## src/rtl/multicycle_ctrl.sv

```systemverilog
// Multi-cycle MIPS-subset sequencer: one FSM steps a shared ALU and unified memory
// through fetch/decode/execute/memory/writeback, with a memory-wait timeout and sticky trap.
module multicycle_ctrl #(
    parameter int CNT_W      = 16,
    parameter int WAIT_LIMIT = 15
) (
    input  logic             clk,
    input  logic             rst_n,
    input  logic             start,
    input  logic [5:0]       opcode,
    input  logic [5:0]       func,
    input  logic             zero,
    input  logic             mem_ready,
    output logic             pc_write,
    output logic             ir_write,
    output logic             iord,
    output logic             mem_read,
    output logic             mem_write,
    output logic             reg_write,
    output logic             regdst,
    output logic             mem2reg,
    output logic             alusrc_a,
    output logic [1:0]       alusrc_b,
    output logic             extop,
    output logic [3:0]       aluop,
    output logic [1:0]       pc_src,
    output logic [1:0]       swap,
    output logic             illegal,
    output logic [1:0]       trap_cause,
    output logic [CNT_W-1:0] instr_count
);

    localparam int WAIT_W = $clog2(WAIT_LIMIT + 1);
    localparam logic [WAIT_W-1:0] WAIT_MAX = WAIT_W'(WAIT_LIMIT);

    localparam logic [5:0] OP_RTYPE = 6'b000000;
    localparam logic [5:0] OP_LW    = 6'b100011;
    localparam logic [5:0] OP_SW    = 6'b101011;
    localparam logic [5:0] OP_BEQ   = 6'b000100;
    localparam logic [5:0] OP_J     = 6'b000010;
    localparam logic [5:0] OP_RSWP  = 6'b100000;

    typedef enum logic [3:0] {
        S_IDLE, S_FETCH, S_DECODE, S_EXEC_R, S_WB_R, S_EXEC_ADDR, S_MEM_LW,
        S_WB_LW, S_MEM_SW, S_EXEC_BR, S_JUMP, S_SWAP1, S_SWAP2, S_TRAP
    } state_e;

    state_e            state_q, state_d;
    logic [WAIT_W-1:0] wait_q, wait_d, waitInc;
    logic [CNT_W-1:0]  count_q, count_d;
    logic [1:0]        cause_q, cause_d;
    logic              memState, timeout, retire;
    logic              funcLegal;
    logic [3:0]        funcAlu;

    always_comb begin
        funcLegal = 1'b1;
        funcAlu   = 4'b1111;
        case (func)
            6'b100000: funcAlu = 4'b0010;
            6'b100010: funcAlu = 4'b0110;
            6'b100100: funcAlu = 4'b0000;
            6'b100101: funcAlu = 4'b0001;
            6'b101010: funcAlu = 4'b0111;
            default:   funcLegal = 1'b0;
        endcase
    end

    always_ff @(posedge clk or negedge rst_n) begin
        if (!rst_n) begin
            state_q <= S_IDLE;
            wait_q  <= '0;
            count_q <= '0;
            cause_q <= 2'b00;
        end else begin
            state_q <= state_d;
            wait_q  <= wait_d;
            count_q <= count_d;
            cause_q <= cause_d;
        end
    end

    // The wait counter only advances while a memory state is stalled; every other
    // cycle clears it, which also gives the clear-on-entry behaviour.
    always_comb begin
        state_d  = state_q;
        cause_d  = cause_q;
        wait_d   = '0;
        retire   = 1'b0;
        timeout  = 1'b0;
        memState = (state_q == S_FETCH) || (state_q == S_MEM_LW) || (state_q == S_MEM_SW);
        waitInc  = (wait_q == WAIT_MAX) ? wait_q : wait_q + WAIT_W'(1);
        if (memState && !mem_ready) begin
            wait_d  = waitInc;
            timeout = (waitInc == WAIT_MAX);
        end

        case (state_q)
            S_IDLE:      if (start) state_d = S_FETCH;
            S_FETCH: begin
                if (mem_ready)    state_d = S_DECODE;
                else if (timeout) begin state_d = S_TRAP; cause_d = 2'b11; end
            end
            S_DECODE: begin
                case (opcode)
                    OP_RTYPE: begin
                        if (funcLegal) state_d = S_EXEC_R;
                        else begin state_d = S_TRAP; cause_d = 2'b10; end
                    end
                    OP_LW, OP_SW: state_d = S_EXEC_ADDR;
                    OP_BEQ:       state_d = S_EXEC_BR;
                    OP_J:         state_d = S_JUMP;
                    OP_RSWP:      state_d = S_SWAP1;
                    default: begin state_d = S_TRAP; cause_d = 2'b01; end
                endcase
            end
            S_EXEC_R:    state_d = S_WB_R;
            S_EXEC_ADDR: state_d = (opcode == OP_LW) ? S_MEM_LW : S_MEM_SW;
            S_MEM_LW: begin
                if (mem_ready)    state_d = S_WB_LW;
                else if (timeout) begin state_d = S_TRAP; cause_d = 2'b11; end
            end
            S_MEM_SW: begin
                if (mem_ready)    begin state_d = S_FETCH; retire = 1'b1; end
                else if (timeout) begin state_d = S_TRAP; cause_d = 2'b11; end
            end
            S_WB_R, S_WB_LW, S_EXEC_BR, S_JUMP, S_SWAP2: begin
                state_d = S_FETCH;
                retire  = 1'b1;
            end
            S_SWAP1:     state_d = S_SWAP2;
            S_TRAP:      state_d = S_TRAP;
            default:     state_d = S_IDLE;
        endcase

        count_d = retire ? count_q + CNT_W'(1) : count_q;
    end

    // Moore decode; only pc_write/ir_write peek at zero and mem_ready.
    always_comb begin
        pc_write  = 1'b0;
        ir_write  = 1'b0;
        iord      = 1'b0;
        mem_read  = 1'b0;
        mem_write = 1'b0;
        reg_write = 1'b0;
        regdst    = 1'b0;
        mem2reg   = 1'b0;
        alusrc_a  = 1'b0;
        alusrc_b  = 2'b00;
        extop     = 1'b0;
        aluop     = 4'b1111;
        pc_src    = 2'b00;
        swap      = 2'b00;
        illegal   = 1'b0;
        case (state_q)
            S_FETCH: begin
                mem_read = 1'b1;
                alusrc_b = 2'b01;
                aluop    = 4'b0010;
                ir_write = mem_ready;
                pc_write = mem_ready;
            end
            S_DECODE: begin
                alusrc_b = 2'b11;
                extop    = 1'b1;
                aluop    = 4'b0010;
            end
            S_EXEC_R: begin
                alusrc_a = 1'b1;
                aluop    = funcAlu;
            end
            S_WB_R: begin
                regdst    = 1'b1;
                reg_write = 1'b1;
            end
            S_EXEC_ADDR: begin
                alusrc_a = 1'b1;
                alusrc_b = 2'b10;
                extop    = 1'b1;
                aluop    = 4'b0010;
            end
            S_MEM_LW: begin
                iord     = 1'b1;
                mem_read = 1'b1;
            end
            S_WB_LW: begin
                mem2reg   = 1'b1;
                reg_write = 1'b1;
            end
            S_MEM_SW: begin
                iord      = 1'b1;
                mem_write = 1'b1;
            end
            S_EXEC_BR: begin
                alusrc_a = 1'b1;
                aluop    = 4'b0110;
                pc_src   = 2'b01;
                pc_write = zero;
            end
            S_JUMP: begin
                pc_src   = 2'b10;
                pc_write = 1'b1;
            end
            S_SWAP1: begin
                swap      = 2'b01;
                reg_write = 1'b1;
            end
            S_SWAP2: begin
                swap      = 2'b10;
                reg_write = 1'b1;
            end
            S_TRAP:  illegal = 1'b1;
            default: ;
        endcase
    end

    assign trap_cause  = cause_q;
    assign instr_count = count_q;

endmodule

```

## config.mk

```make
export PLATFORM = sky130hd
export DESIGN_NAME = multicycle_ctrl
export DESIGN_NICKNAME = d
export VERILOG_FILES = /design/src/rtl/multicycle_ctrl.sv
export SDC_FILE = /design/constraint.sdc
export NUM_CORES = 1
export LEC_CHECK = 0
export CAP_MARGIN = 20
export CORE_MARGIN = 10
export CORE_UTILIZATION = 47
export CTS_CLUSTER_SIZE = 12
export DETAILED_ROUTE_END_ITERATION = 10
export PLACE_DENSITY = 0.87
export SYNTH_ARGS = -nofsm -noshare
export SYNTH_HDL_FRONTEND = slang
export SYNTH_SLANG_ARGS = --single-unit
```

## constraint.sdc

```tcl
create_clock -name clk -period 2.24 [get_ports clk]
set_input_delay 0.448 -clock clk [delete_from_list [all_inputs] [get_ports clk]]
set_output_delay 0.448 -clock clk [all_outputs]
set_load 0.01 [all_outputs]
```

==> metrics.md <==
| Metric | Value |
|---|---|
| Design area | 2770 sq um |
| Worst Tran Pin Value | 0.551 ns |
| CP max-delay cell | clkdlybuf4s50_1 |
| Clock Sinks | 26 |
| Critical path's top delay family | buffers and inverters |
| Number of global-route vias before repair | 2090 |
| Peak Freq | 0.445 GHz |
| Layout cells sized above 1 | 0.193 |
| Syn Std Cell Area | 1880 sq um |
| Post-CTS Hold Buffers | 0 |
| Switch Pwr | 1.20 mW |
| Fin nets | 316 |
| Crit start category | flop |
| Number of diodes | 0 |
| Initial Utilization | 0.499 |
| Initial antenna violation count | 0 |
| Max-slew violation count | 0 |
| Rows | 22 |
| Non-Filler Instances | 344 |
| Tot Pwr | 2.73 mW |
| Syn nets | 243 |
| Worst vdd ir | 0.697 mV |
| Synth cell types | 53 |
| GRT overflow | 0 |
| Clock tree from TritonCTS | done |
| Post-DR wirelength/cell | 18.4 um |
| Data arrival, critical path | 1.80 ns |
| First-pass GRT wire length | 10200 um |
| Place WS | -0.439 ns |
| Max cap viols | 0 |
| Worst-path clk slew | 0.10 ns |
| Final worst-path cycle share | 1.00 |
| Root Buffer | clkbuf_8 |
| Ordered cell list for the critical path | nor2b_2 -> and3_1 -> clkdlybuf4s50_1 |
| Via-to-Cell Ratio | 6.17 |
| Fin crit period | 2.25 ns |
| Crit path max fanout | 6 |
| Initial DRC Count | 190 |
| Kind of critical path | reg -> out |
| Synthesized flop and latch total | 26 |
| Count of warnings emitted by yosys | 0 |
| RSZ-0062 raised after global routing | true |
| CP max stage delay | 0.55 ns |
| Worst min path class | reg -> reg |
| Final setup fails | 1 |
| Worst-skew pair later-pin latency | 0.27 ns |
| Syn Area/Cell | 8.41 sq um |
| Skew final | 0.00557 ns |
| Final worst slack | -0.00632 ns |
| Die Span X | 83.3 um |
| Core footprint | 3770 sq um |
| Fin. Hold Viols | 0 |
| Area of placed instances | 2630 sq um |
| Drt pass-1 iters | 5 |
| CP Data Required Time | 1.79 ns |
| Critical Path Sink Type | output port |
| H-tree levels | 1 |
| Final hold slack | 0.487 ns |
| Headroom to the max-slew limit | 0.631 |
| GRT Total Usage | 0.168 |
| Clk buf depth | 2 |
| Failing checks | setup timing |
| Status | complete, but fails checks |
| Port bufs | 55 |
| Top_reg_cell synth | dfrtp_1 |
| Sequential Power Share | 0.265 |
| Die Area | 6940 sq um |
| Sequential share of the synthesized area | 0.346 |
| Asr flop ratio synth | 1.00 |
| Area Growth Syn to Fin | 47.0% |
| Critical path buffers and inverters | 1 |
| Switching fraction of total power | 0.441 |
| Clock power share | 0.114 |
| Antenna viol nets, final | 0 |
| Power density cells | 984 nW/um^2 |
| Logic pwr share | 0.622 |
| Final WL | 6340 um |
| Routability cong. | 0.991 |
| Largest net degree at the start of global routing | 27 |
| Post-synthesis cell count | 224 |
| Die Span Y | 83.3 um |
| Boundary Pins | 56 |
| Internal power | 1.52 mW |
| Final core utilization | 0.734 |
| Leakage power | 1.23 nW |
| EDFF count, synth | 0 |
| Post-DP HPWL | 4510 um |
| Total CTS buffers | 3 |
| Placed Instances | 336 |
| DR DRC count | 0 |
| Setup_tns | -0.00632 ns |
| DR vias | 2122 |
routing by layer:
| layer | share of wire | vias up | global-route usage |
|---|---|---|---|
| li1 | - | 965 | - |
| met1 | 0.39 | 1012 | 0.200 |
| met2 | 0.50 | 119 | 0.292 |
| met3 | 0.083 | 26 | 0.0361 |
| met4 | 0.024 | 0 | 0.0508 |
| met5 | 0 | - | 0 |
layout make-up:
type	instances	area, sq um
Multi-Input combinational cell	181	1220
Fill cell	295	1000
Clock buffer	4	55.1
Tap cell	48	60.1
Timing Repair Buffer	80	756
Sequential cell	26	654
Inverter	5	18.8
final timing paths:
check,from,endpoint,slack (ns),cells after the start
setup / recovery,state_q[1],ir_write,-0.006,3
hold / removal,instr_count[15],instr_count[15],0.49,1
setup reg to reg,wait_q[0],trap_cause[1],0.22,6
hold reg to reg,instr_count[15],instr_count[15],0.49,1
max in group asynchronous,rst_n,state_q[3],1.42,2
min in group asynchronous,rst_n,instr_count[11],0.55,2
Yosys cell counts (3+ instances only):
| master | count | area share |
|---|---|---|
| dfrtp_1 | 26 | 0.35 |
| nor2_1 | 25 | 0.050 |
| nand2_1 | 19 | 0.038 |
| xnor2_1 | 15 | 0.070 |
| a21oi_1 | 13 | 0.035 |
| nor3_1 | 12 | 0.032 |
| nand3_1 | 11 | 0.029 |
| nand2b_1 | 7 | 0.023 |
| nor2b_1 | 7 | 0.023 |
| o21ai_0 | 6 | 0.016 |
| a211oi_1 | 5 | 0.020 |
| and3_1 | 5 | 0.017 |
| buf_2 | 5 | 0.013 |
| inv_1 | 5 | 0.010 |
| clkbuf_1 | 4 | 0.0080 |
| nand4_1 | 4 | 0.013 |
| nor4_1 | 4 | 0.013 |
| a22oi_1 | 3 | 0.012 |
| buf_1 | 3 | 0.0060 |
| o22ai_1 | 3 | 0.010 |
kinds of logic after synthesis:
logic type / share of synthesized area
AND/OR/NAND/NOR: 0.301
AO/OA/AOI/OAI: 0.202
flip-flops: 0.346
XOR/XNOR: 0.0791
buffers and inverters: 0.0372
multiplexers: 0.0166
adder cells (fa/ha/maj): 0.0186
cell usage in the layout (no fill, tap or decap), types with 7 or more instances in the layout:
cell             instances
clkdlybuf4s50_1         33
nand2_1                 18
dfrtp_1                 23
a21oi_1                 13
xnor2_1                 15
nor2_1                  22
buf_4                   23
dlygate4sd2_1           12
dlymetal6s2s_1           7
nand3_1                 11
nor3_1                  12
sequential cells by signal, summed over array words and instances (netlist names):
signal	flops
trap_cause	2
wait_q	4
instr_count	16
state_q	4
worst reg2reg max path: stages (launching register included):
cell	delay, ns
dfrtp_1	0.48
ha_1	0.31
xnor2_1	0.18
o32ai_4	0.28
a21boi_2	0.12
o41a_1	0.36
a211oi_2	0.22
what timing repair did:
action                                  CTS  global route
endpoints found under the setup margin   20            10
resized for setup                        37            13
hold endpoints to repair                  0             0
buffers inserted                          3             1
gates cloned                              0             0
pin swaps                                 1             4
power by group through the flow:
stage / logic (mW) / registers (mW) / clock network (mW)
3_5_place_dp: 1.65 / 0.721 / 0
5_1_grt: 1.81 / 0.739 / 0.334
6_report: 1.69 / 0.721 / 0.310
4_1_cts: 1.64 / 0.716 / 0.311
3_3_place_gp: 1.61 / 0.714 / 0
2_1_floorplan: 0.845 / 0.709 / 0
Note: power is estimated with default switching activity, not from simulation.
